`config.mk`:
```
export PLATFORM = sky130hd
export DESIGN_NAME = tick_scheduler
export DESIGN_NICKNAME = d
export VERILOG_FILES = /design/src/rtl/tick_sched_pkg.sv /design/src/rtl/tick_channel.sv /design/src/rtl/tick_scheduler.sv
export SDC_FILE = /design/constraint.sdc
export NUM_CORES = 1
export LEC_CHECK = 0
export ABC_AREA = 1
export CAP_MARGIN = 10
export CELL_PAD_IN_SITES_DETAIL_PLACEMENT = 1
export CELL_PAD_IN_SITES_GLOBAL_PLACEMENT = 2
export CORE_AREA = 2 2 153 305
export DETAILED_ROUTE_END_ITERATION = 8
export DIE_AREA = 0 0 155 307
export GPL_ROUTABILITY_DRIVEN = 0
export PLACE_DENSITY_LB_ADDON = 0.12
export SYNTH_ARGS = -nofsm -noshare
export SYNTH_HDL_FRONTEND = slang
export SYNTH_SLANG_ARGS = --single-unit
```
`constraint.sdc`:
```
create_clock -name CLOCK_50 -period 13.7 [get_ports CLOCK_50]
set_input_delay 2.74 -clock CLOCK_50 [delete_from_list [all_inputs] [get_ports CLOCK_50]]
set_output_delay 2.74 -clock CLOCK_50 [all_outputs]
set_load 0.03 [all_outputs]
```
`src/rtl/tick_sched_pkg.sv`:
```
// Shared types and constants for the tick scheduler: config FSM states,
// period width and the named periods used by the calculator front end.
package tick_sched_pkg;

    localparam int unsigned P_W          = 20;
    localparam int unsigned CLK_HZ       = 50_000_000;
    localparam int unsigned PER_1KHZ     = CLK_HZ / 1_000;
    localparam int unsigned PER_DEBOUNCE = CLK_HZ / 100;
    localparam int unsigned PER_BLINK    = 0;

    typedef enum logic [1:0] {
        StIdle,
        StPend,
        StDone
    } cfg_state_e;

    function automatic int unsigned clog2(input int unsigned value);
        int unsigned res;
        res = 0;
        for (int unsigned i = 0; i < 32; i++) begin
            if ((32'd1 << i) < value) begin
                res = i + 1;
            end
        end
        return res;
    endfunction

endpackage

```
`src/rtl/tick_channel.sv`:
```
// One scheduler channel: period register, wrapping counter and registered
// tick / square outputs. A load replaces the period and restarts the count.
module tick_channel #(
    parameter int unsigned P_W            = 20,
    parameter int unsigned DEFAULT_PERIOD = 50000
) (
    input  logic           clk_i,
    input  logic           rst_ni,
    input  logic           load_i,
    input  logic [P_W-1:0] load_val_i,
    input  logic           sync_i,
    output logic           tick_o,
    output logic           sq_o,
    output logic           wrap_o,
    output logic           idle_o
);

    logic [P_W-1:0] period_q, period_d;
    logic [P_W-1:0] cnt_q, cnt_d;
    logic [P_W-1:0] half;
    logic           tick_q, tick_d;
    logic           sq_q, sq_d;

    always_comb begin
        idle_o   = (period_q == '0);
        wrap_o   = !idle_o && (cnt_q == period_q - P_W'(1));
        period_d = load_i ? load_val_i : period_q;

        if (sync_i || load_i || wrap_o || idle_o) begin
            cnt_d = '0;
        end else begin
            cnt_d = cnt_q + P_W'(1);
        end

        tick_d = wrap_o && !sync_i;
        // High phase gets the extra cycle for odd periods; zero period gives half = 0.
        half   = period_d - (period_d >> 1);
        sq_d   = (cnt_d < half);
    end

    always_ff @(posedge clk_i) begin
        if (!rst_ni) begin
            period_q <= P_W'(DEFAULT_PERIOD);
            cnt_q    <= '0;
            tick_q   <= 1'b0;
            sq_q     <= 1'b0;
        end else begin
            period_q <= period_d;
            cnt_q    <= cnt_d;
            tick_q   <= tick_d;
            sq_q     <= sq_d;
        end
    end

    assign tick_o = tick_q;
    assign sq_o   = sq_q;

endmodule

```
`src/rtl/tick_scheduler.sv`:
```
// Multi-channel tick / clock-enable generator with a valid/ready config port.
// Period writes are held pending until the target channel wraps.
module tick_scheduler #(
    parameter int unsigned N_CH           = 4,
    parameter int unsigned CH_W           = 2,
    parameter int unsigned P_W            = tick_sched_pkg::P_W,
    parameter int unsigned DEFAULT_PERIOD = tick_sched_pkg::PER_1KHZ
) (
    input  logic            CLOCK_50,
    input  logic            resetn,
    input  logic            cfg_valid,
    output logic            cfg_ready,
    input  logic [CH_W-1:0] cfg_chan,
    input  logic [P_W-1:0]  cfg_period,
    output logic            cfg_done,
    output logic            cfg_err,
    input  logic            sync_all,
    output logic [N_CH-1:0] tick,
    output logic [N_CH-1:0] sq_out
);

    import tick_sched_pkg::*;

    cfg_state_e      state_q, state_d;
    logic [CH_W-1:0] chan_q, chan_d;
    logic [P_W-1:0]  period_q, period_d;
    logic            err_q, err_d;
    logic [N_CH-1:0] wrap_vec;
    logic [N_CH-1:0] idle_vec;
    logic [N_CH-1:0] load_vec;
    logic            chan_ok;
    logic            tgt_ready;

    always_comb begin
        state_d   = state_q;
        chan_d    = chan_q;
        period_d  = period_q;
        err_d     = 1'b0;
        load_vec  = '0;
        cfg_ready = 1'b0;
        cfg_done  = 1'b0;
        chan_ok   = 1'b0;
        tgt_ready = 1'b0;

        // Decode by comparison so an out-of-range index never selects a channel.
        for (int unsigned i = 0; i < N_CH; i++) begin
            if (cfg_chan == CH_W'(i)) begin
                chan_ok = 1'b1;
            end
            if (chan_q == CH_W'(i)) begin
                tgt_ready = tgt_ready | wrap_vec[i] | idle_vec[i];
            end
        end

        unique case (state_q)
            StIdle: begin
                cfg_ready = 1'b1;
                if (cfg_valid) begin
                    if (chan_ok) begin
                        chan_d   = cfg_chan;
                        period_d = cfg_period;
                        state_d  = StPend;
                    end else begin
                        err_d = 1'b1;
                    end
                end
            end
            StPend: begin
                if (sync_all || tgt_ready) begin
                    for (int unsigned i = 0; i < N_CH; i++) begin
                        load_vec[i] = (chan_q == CH_W'(i));
                    end
                    state_d = StDone;
                end
            end
            StDone: begin
                cfg_done = 1'b1;
                state_d  = StIdle;
            end
            default: state_d = StIdle;
        endcase
    end

    always_ff @(posedge CLOCK_50) begin
        if (!resetn) begin
            state_q  <= StIdle;
            chan_q   <= '0;
            period_q <= '0;
            err_q    <= 1'b0;
        end else begin
            state_q  <= state_d;
            chan_q   <= chan_d;
            period_q <= period_d;
            err_q    <= err_d;
        end
    end

    assign cfg_err = err_q;

    for (genvar g = 0; g < N_CH; g++) begin : g_ch
        tick_channel #(
            .P_W            (P_W),
            .DEFAULT_PERIOD (DEFAULT_PERIOD)
        ) u_ch (
            .clk_i      (CLOCK_50),
            .rst_ni     (resetn),
            .load_i     (load_vec[g]),
            .load_val_i (period_q),
            .sync_i     (sync_all),
            .tick_o     (tick[g]),
            .sq_o       (sq_out[g]),
            .wrap_o     (wrap_vec[g]),
            .idle_o     (idle_vec[g])
        );
    end

endmodule
```
==> flow_summary.toml, run 1 <==
[sta]
finalSetupTns_ns = 0
final-hold-violation-count = 0
fin_skew_ns = 0.0149
fin_crit_sh = 0.650
max_freq_mhz = 112
worst_pin_slew_ns = 0.956
setup_viol = 0
min_period_ns = 8.90
slew_headroom = 0.363
slew_viol_final = 0
rsz0062_at_grt = "no"
fin_ws_ns = 4.80

[synthesis]
synth.cell_area_um2 = 17000
yosysWarnings = 0
synthDistinctLibCells = 55
synth_top_cells_by_area = "dfxtp_1 23%, nand2_1 13%, ha_1 12%"
seq_area_frac_synth = 0.227
synth_edf_count = 0
ys.flop_type = "dfxtp_1"
avgSynthCellArea_um2 = 6.36
yosys_register_bits = 193
synth_cells = 2671
async_reset_ff_frac = 0
synth_top_area_cell = "dfxtp_1"
synth_fp_nets = 2862
synth_top_area_share = 0.227
synth_common_cells = "574 x nand2_1, 365 x inv_1, 344 x nor2_1, 193 x dfxtp_1, 161 x ha_1"
synth.most_common_cell = "nand2_1"

[drt]
via_count = 16682
drt_iter0_drc = 614
wl_per_cell_um = 17.7
wl_um = 57500
dr.pass1.iters = 5
viasPerCell = 5.14
final_antenna_net_count = 0
drc = 0

[pwr]
p_leak_nw = 8.50
power_density_nw_per_um2 = 77.0
irDropWorstVdd_mv = 0.0814

[layout]
num_antenna_cells = 0
drive_gt1_frac = 0.0354
nNetsFinal = 2858
stdcell_count = 3245
syn_to_final_growth_pct = 8.47
postLayoutCellArea_um2 = 18400

[setup_path]
cpLargestDelayFamily = "compound AO/OA/AOI/OAI gates"
startpoint = "sync_all"
cp_max_fo = 41
critPathArrivalTime_ns = 9.31
crit_cells = 35
rr_worst_depth = 41
crit_path_end = "g_ch[3].u_ch.sq_o"
ff2ff_setup_slack_ns = 5.97
cp-start-kind = "input pin"
r2r-end = "g_ch[3].u_ch.sq_o"
crit_slowest_cell = "nand2_2"
crit_required_ns = 14.10
r2r-start = "g_ch[0].u_ch.period_q[0]"
crit_buf_inv = 7
worst_setup_path_end_kind = "flop"
crit_top_cell = "nand2_1"
path_class = "input pin to flop"
max_stage_delay_ns = 0.59

[global_route]
grt_overflow = 0
antenna_found_initial = 0
grt_pass1_wl_um = 91300
grt_pass1_vias = 17238
grt_use_total = 0.247
grt_max_degree = 79

[placed_design]
dp.cells = 3213
dpl_cell_area_um2 = 17800
hpwl_um = 47600
io_buffers = 36
dp_slack_ns = 4.21

[floorplanning]
start_util = 0.374
die_w_um = 155
core_um2 = 45400
num_rows = 111
die_area_um2 = 47600
io_pins = 37
die_h_um = 307

[clock_tree]
clk_pin_slew_ns = 0.08
root_buffer = "clkbuf_16"
cts_resized = 0
tritoncts = "built"
insertion_delay_ns = 0.48
ctsHtreeMaxLevel = 4
numCtsBuffers = 17
hold_buffers = 0
clock_path_buffers = 2
cts_setup_buffers = 0
cts_num_sinks = 193

[job]
drv_cap = 0

[hold_path]
hold_class = "flop to flop"

[status]
outcome = "finished, final reports clean"
[worst min-delay path, delay by kind of cell, from the launching register on]
family | cells | cell delay, ns
AOI/OAI and AO/OA | 1 | 0.06
DFF | 1 | 0.34
buffers and inverters | 1 | 0.08
[metrics by stage]
| step | hold slack [ns] | util | power (mW) |
|---|---|---|---|
| floorplan | 0.461 | - | 0.803 |
| global placement | 0.501 | 0.393 | 0.900 |
| detailed placement | 0.507 | 0.393 | 0.904 |
| CTS | 0.517 | 0.406 | 1.44 |
| global route | 0.557 | 0.406 | 1.49 |
| finish | 0.516 | 0.406 | 1.42 |
[flip-flops by register name, indices dropped and copies added (netlist names)]
signal / flops
g_ch.u_ch.tick_o: 4
cfg_err: 1
g_ch.u_ch.period_q: 80
g_ch.u_ch.sq_o: 4
period_q: 20
g_ch.u_ch.cnt_q: 80
chan_q: 2
state_q: 2
[cell families after synthesis]
logic type	share of synthesized area
buffers and inverters	0.101
AO/OA/AOI/OAI	0.120
flip-flops	0.227
adder cells (fa/ha/maj)	0.123
other	0.000221
AND/OR/NAND/NOR	0.343
XOR/XNOR	0.0860
[final cells by class]
cell class / count / area [um^2]
well taps: 565 / 707
flip-flops and latches: 193 / 3860
clock buffers: 17 / 425
fillers: 6112 / 27000
inverters: 377 / 1420
repair buffers: 45 / 423
multi-input cells: 2033 / 11400
clock inverters: 15 / 181
[layout by cell type (no fill, tap or decap), drive strengths merged, types with 49 or more instances in the layout]
master / instances
nor4: 49
xor2: 102
nand2: 590
inv: 383
nand3: 144
nor3: 115
dfxtp: 193
nor2: 361
o21ai: 149
a21oi: 152
xnor2: 64
ha: 161
[report_power, final]
group | switching (mW) | internal, mW
clock | 0.283 | 0.248
sequential | 0.0176 | 0.573
combinational | 0.199 | 0.0990
total | 0.499 | 0.920
[routing by layer]
layer / vias to the layer above / GRT usage / wire length [um]
li1: 8683 / - / -
met1: 7771 / 0.293 / 25100
met2: 162 / 0.458 / 29400
met3: 66 / 0.0220 / 1070
met4: 0 / 0.0915 / 1950
met5: - / 0 / 0
[how the worst min path moves through the flow]
stage | end | start | cells after the start | slack (ns)
after floorplan | period_q[16] | period_q[16] | 2 | 0.46
after global placement | chan_q[0] | chan_q[0] | 2 | 0.50
after detailed placement | chan_q[0] | chan_q[0] | 2 | 0.51
after CTS | chan_q[0] | chan_q[0] | 2 | 0.52
after global routing | chan_q[0] | chan_q[0] | 2 | 0.56
final | chan_q[0] | chan_q[0] | 2 | 0.52
(Power assumes the default switching activity.)
==> run 2: changes to the inputs <==
--- a/config.mk
+++ b/config.mk
@@ -9,9 +9,9 @@
 export CAP_MARGIN = 10
 export CELL_PAD_IN_SITES_DETAIL_PLACEMENT = 1
 export CELL_PAD_IN_SITES_GLOBAL_PLACEMENT = 2
-export CORE_AREA = 2 2 153 305
+export CORE_AREA = 2 2 166 331
 export DETAILED_ROUTE_END_ITERATION = 8
-export DIE_AREA = 0 0 155 307
+export DIE_AREA = 0 0 168 333
 export GPL_ROUTABILITY_DRIVEN = 0
 export PLACE_DENSITY_LB_ADDON = 0.12
 export SYNTH_ARGS = -nofsm -noshare
==> constraint.sdc (replaced) <==
create_clock -name CLOCK_50 -period 7.9 [get_ports CLOCK_50]
set_input_delay 1.58 -clock CLOCK_50 [delete_from_list [all_inputs] [get_ports CLOCK_50]]
set_output_delay 1.58 -clock CLOCK_50 [all_outputs]
set_load 0.03 [all_outputs]
==> flow_summary.toml, run 2 (synthesized netlist as in run 1, its figures left out) <==
[status]
outcome = "finished, final reports clean"

[floorplanning]
num_rows = 120
die_h_um = 333
die_w_um = 168
io_pins = 37
die_area_um2 = 55900
core_um2 = 53300
start_util = 0.319

[sta]
fin_ws_ns = 0.788
slew_headroom = 0.318
max_freq_mhz = 141
min_period_ns = 7.11
fin_skew_ns = 0.0211
finalSetupTns_ns = 0
fin_crit_sh = 0.900
final-hold-violation-count = 0
setup_viol = 0
slew_viol_final = 0
worst_pin_slew_ns = 1.02
rsz0062_at_grt = "no"

[setup_path]
critPathArrivalTime_ns = 7.43
cp-start-kind = "flop"
crit_buf_inv = 4
crit_required_ns = 8.22
cp_max_fo = 33
crit_top_cell = "nand2_1"
worst_setup_path_end_kind = "flop"
r2r-start = "g_ch[1].u_ch.period_q[0]"
max_stage_delay_ns = 0.41
cpLargestDelayFamily = "simple AND/OR/NAND/NOR gates"
crit_slowest_cell = "fa_1"
startpoint = "g_ch[1].u_ch.period_q[0]"
path_class = "flop to flop"

[clock_tree]
clk_pin_slew_ns = 0.09
insertion_delay_ns = 0.48
root_buffer = "clkbuf_16"
ctsHtreeMaxLevel = 4
clock_path_buffers = 2
cts_num_sinks = 193
tritoncts = "built"
hold_buffers = 0
numCtsBuffers = 17

[layout]
drive_gt1_frac = 0.0383
multi_input_area_um2 = 11400
largestRegisters = "g_ch.u_ch.cnt_q x80, g_ch.u_ch.period_q x80, period_q x20"
final_cell_mix = "574 x nand2_1, 365 x inv_1, 344 x nor2_1"
utilization = 0.350
ff_latch_area_um2 = 3860
nNetsFinal = 2866
final_common_cell = "nand2_1"
num_antenna_cells = 0
postLayoutCellArea_um2 = 18600
syn_to_final_growth_pct = 9.67
fillers = 6932

[drt]
dr.pass1.iters = 5
wl_per_cell_um = 19.4
wl_um = 65300
drc = 0
via_count = 17055
drt_iter0_drc = 579
final_antenna_net_count = 0
viasPerCell = 5.08

[pwr]
p_leak_nw = 8.54
power_density_nw_per_um2 = 136
irDropWorstVdd_mv = 0.161

[global_route]
grt_pass1_vias = 18079
grt_pass1_wl_um = 101000
grt_max_degree = 75
antenna_found_initial = 5
grt_overflow = 0
grt_use_total = 0.236

[placed_design]
hpwl_um = 54600
io_buffers = 36
dp_slack_ns = 0.151
dpl_cell_area_um2 = 18000

[hold_path]
holdCritStartpoint = "chan_q[0]"
hold_class = "flop to flop"

[job]
drv_cap = 0
==> run 2: cell types whose count changed in the layout (fill, tap and decap cells not counted), moves of 2 or more <==
cell	before	now
clkinvlp_4	0	3
clkinv_8	6	0
inv_6	7	4
bufinv_16	0	3
o21ai_0	136	134
buf_4	9	17
==> run 2: worst paths after layout <==
path,endpoint,slack (ns),cells after the start
hold reg to reg,chan_q[0],0.52,2
hold / removal,chan_q[0],0.52,2
setup reg to reg,g_ch[1].u_ch.sq_o,0.79,43
setup / recovery,g_ch[1].u_ch.sq_o,0.79,43
==> run 2: tightest hold or removal path, cell delays in order, from the launching register on <==
cell and delay [ns]:
dfxtp_1 0.34, inv_1 0.08, a21oi_1 0.06
==> run 2: through the flow <==
stage               std cells  hold slack, ns  power [mW]
global route             3359           0.560        2.66
finish                   3359           0.521        2.53
detailed placement       3323           0.514        1.59
CTS                      3355           0.526        2.58
global placement         3323           0.503        1.58
floorplan                2671           0.461        1.39
==> run 2: what timing repair did <==
action	4_1_cts	5_1_grt
buffers inserted	0	4
setup endpoints to repair	0	1
resized for setup	0	3
==> run 2: power by group <==
group	total, mW	leakage (nW)	internal [mW]	switching (mW)
logic	0.533	6.68	0.173	0.359
registers	1.03	1.57	0.994	0.0329
clock network	0.973	0.293	0.514	0.459
==> run 2: area by class of cell <==
cell class	instances	share of cell area
timing repair buffer	53	0.0259
sequential	193	0.207
clock buffer	19	0.0238
inverter	377	0.0761
multi-input combinational	2033	0.613
clock inverter	13	0.00926
tap	671	0.0450
==> run 2: layer usage <==
metal,vias to the layer above,share of wire,GRT usage
met4,8,0.058,0.136
met2,164,0.55,0.465
met3,111,0.018,0.0232
met5,-,0.00078,0
met1,8086,0.38,0.236
li1,8686,-,-
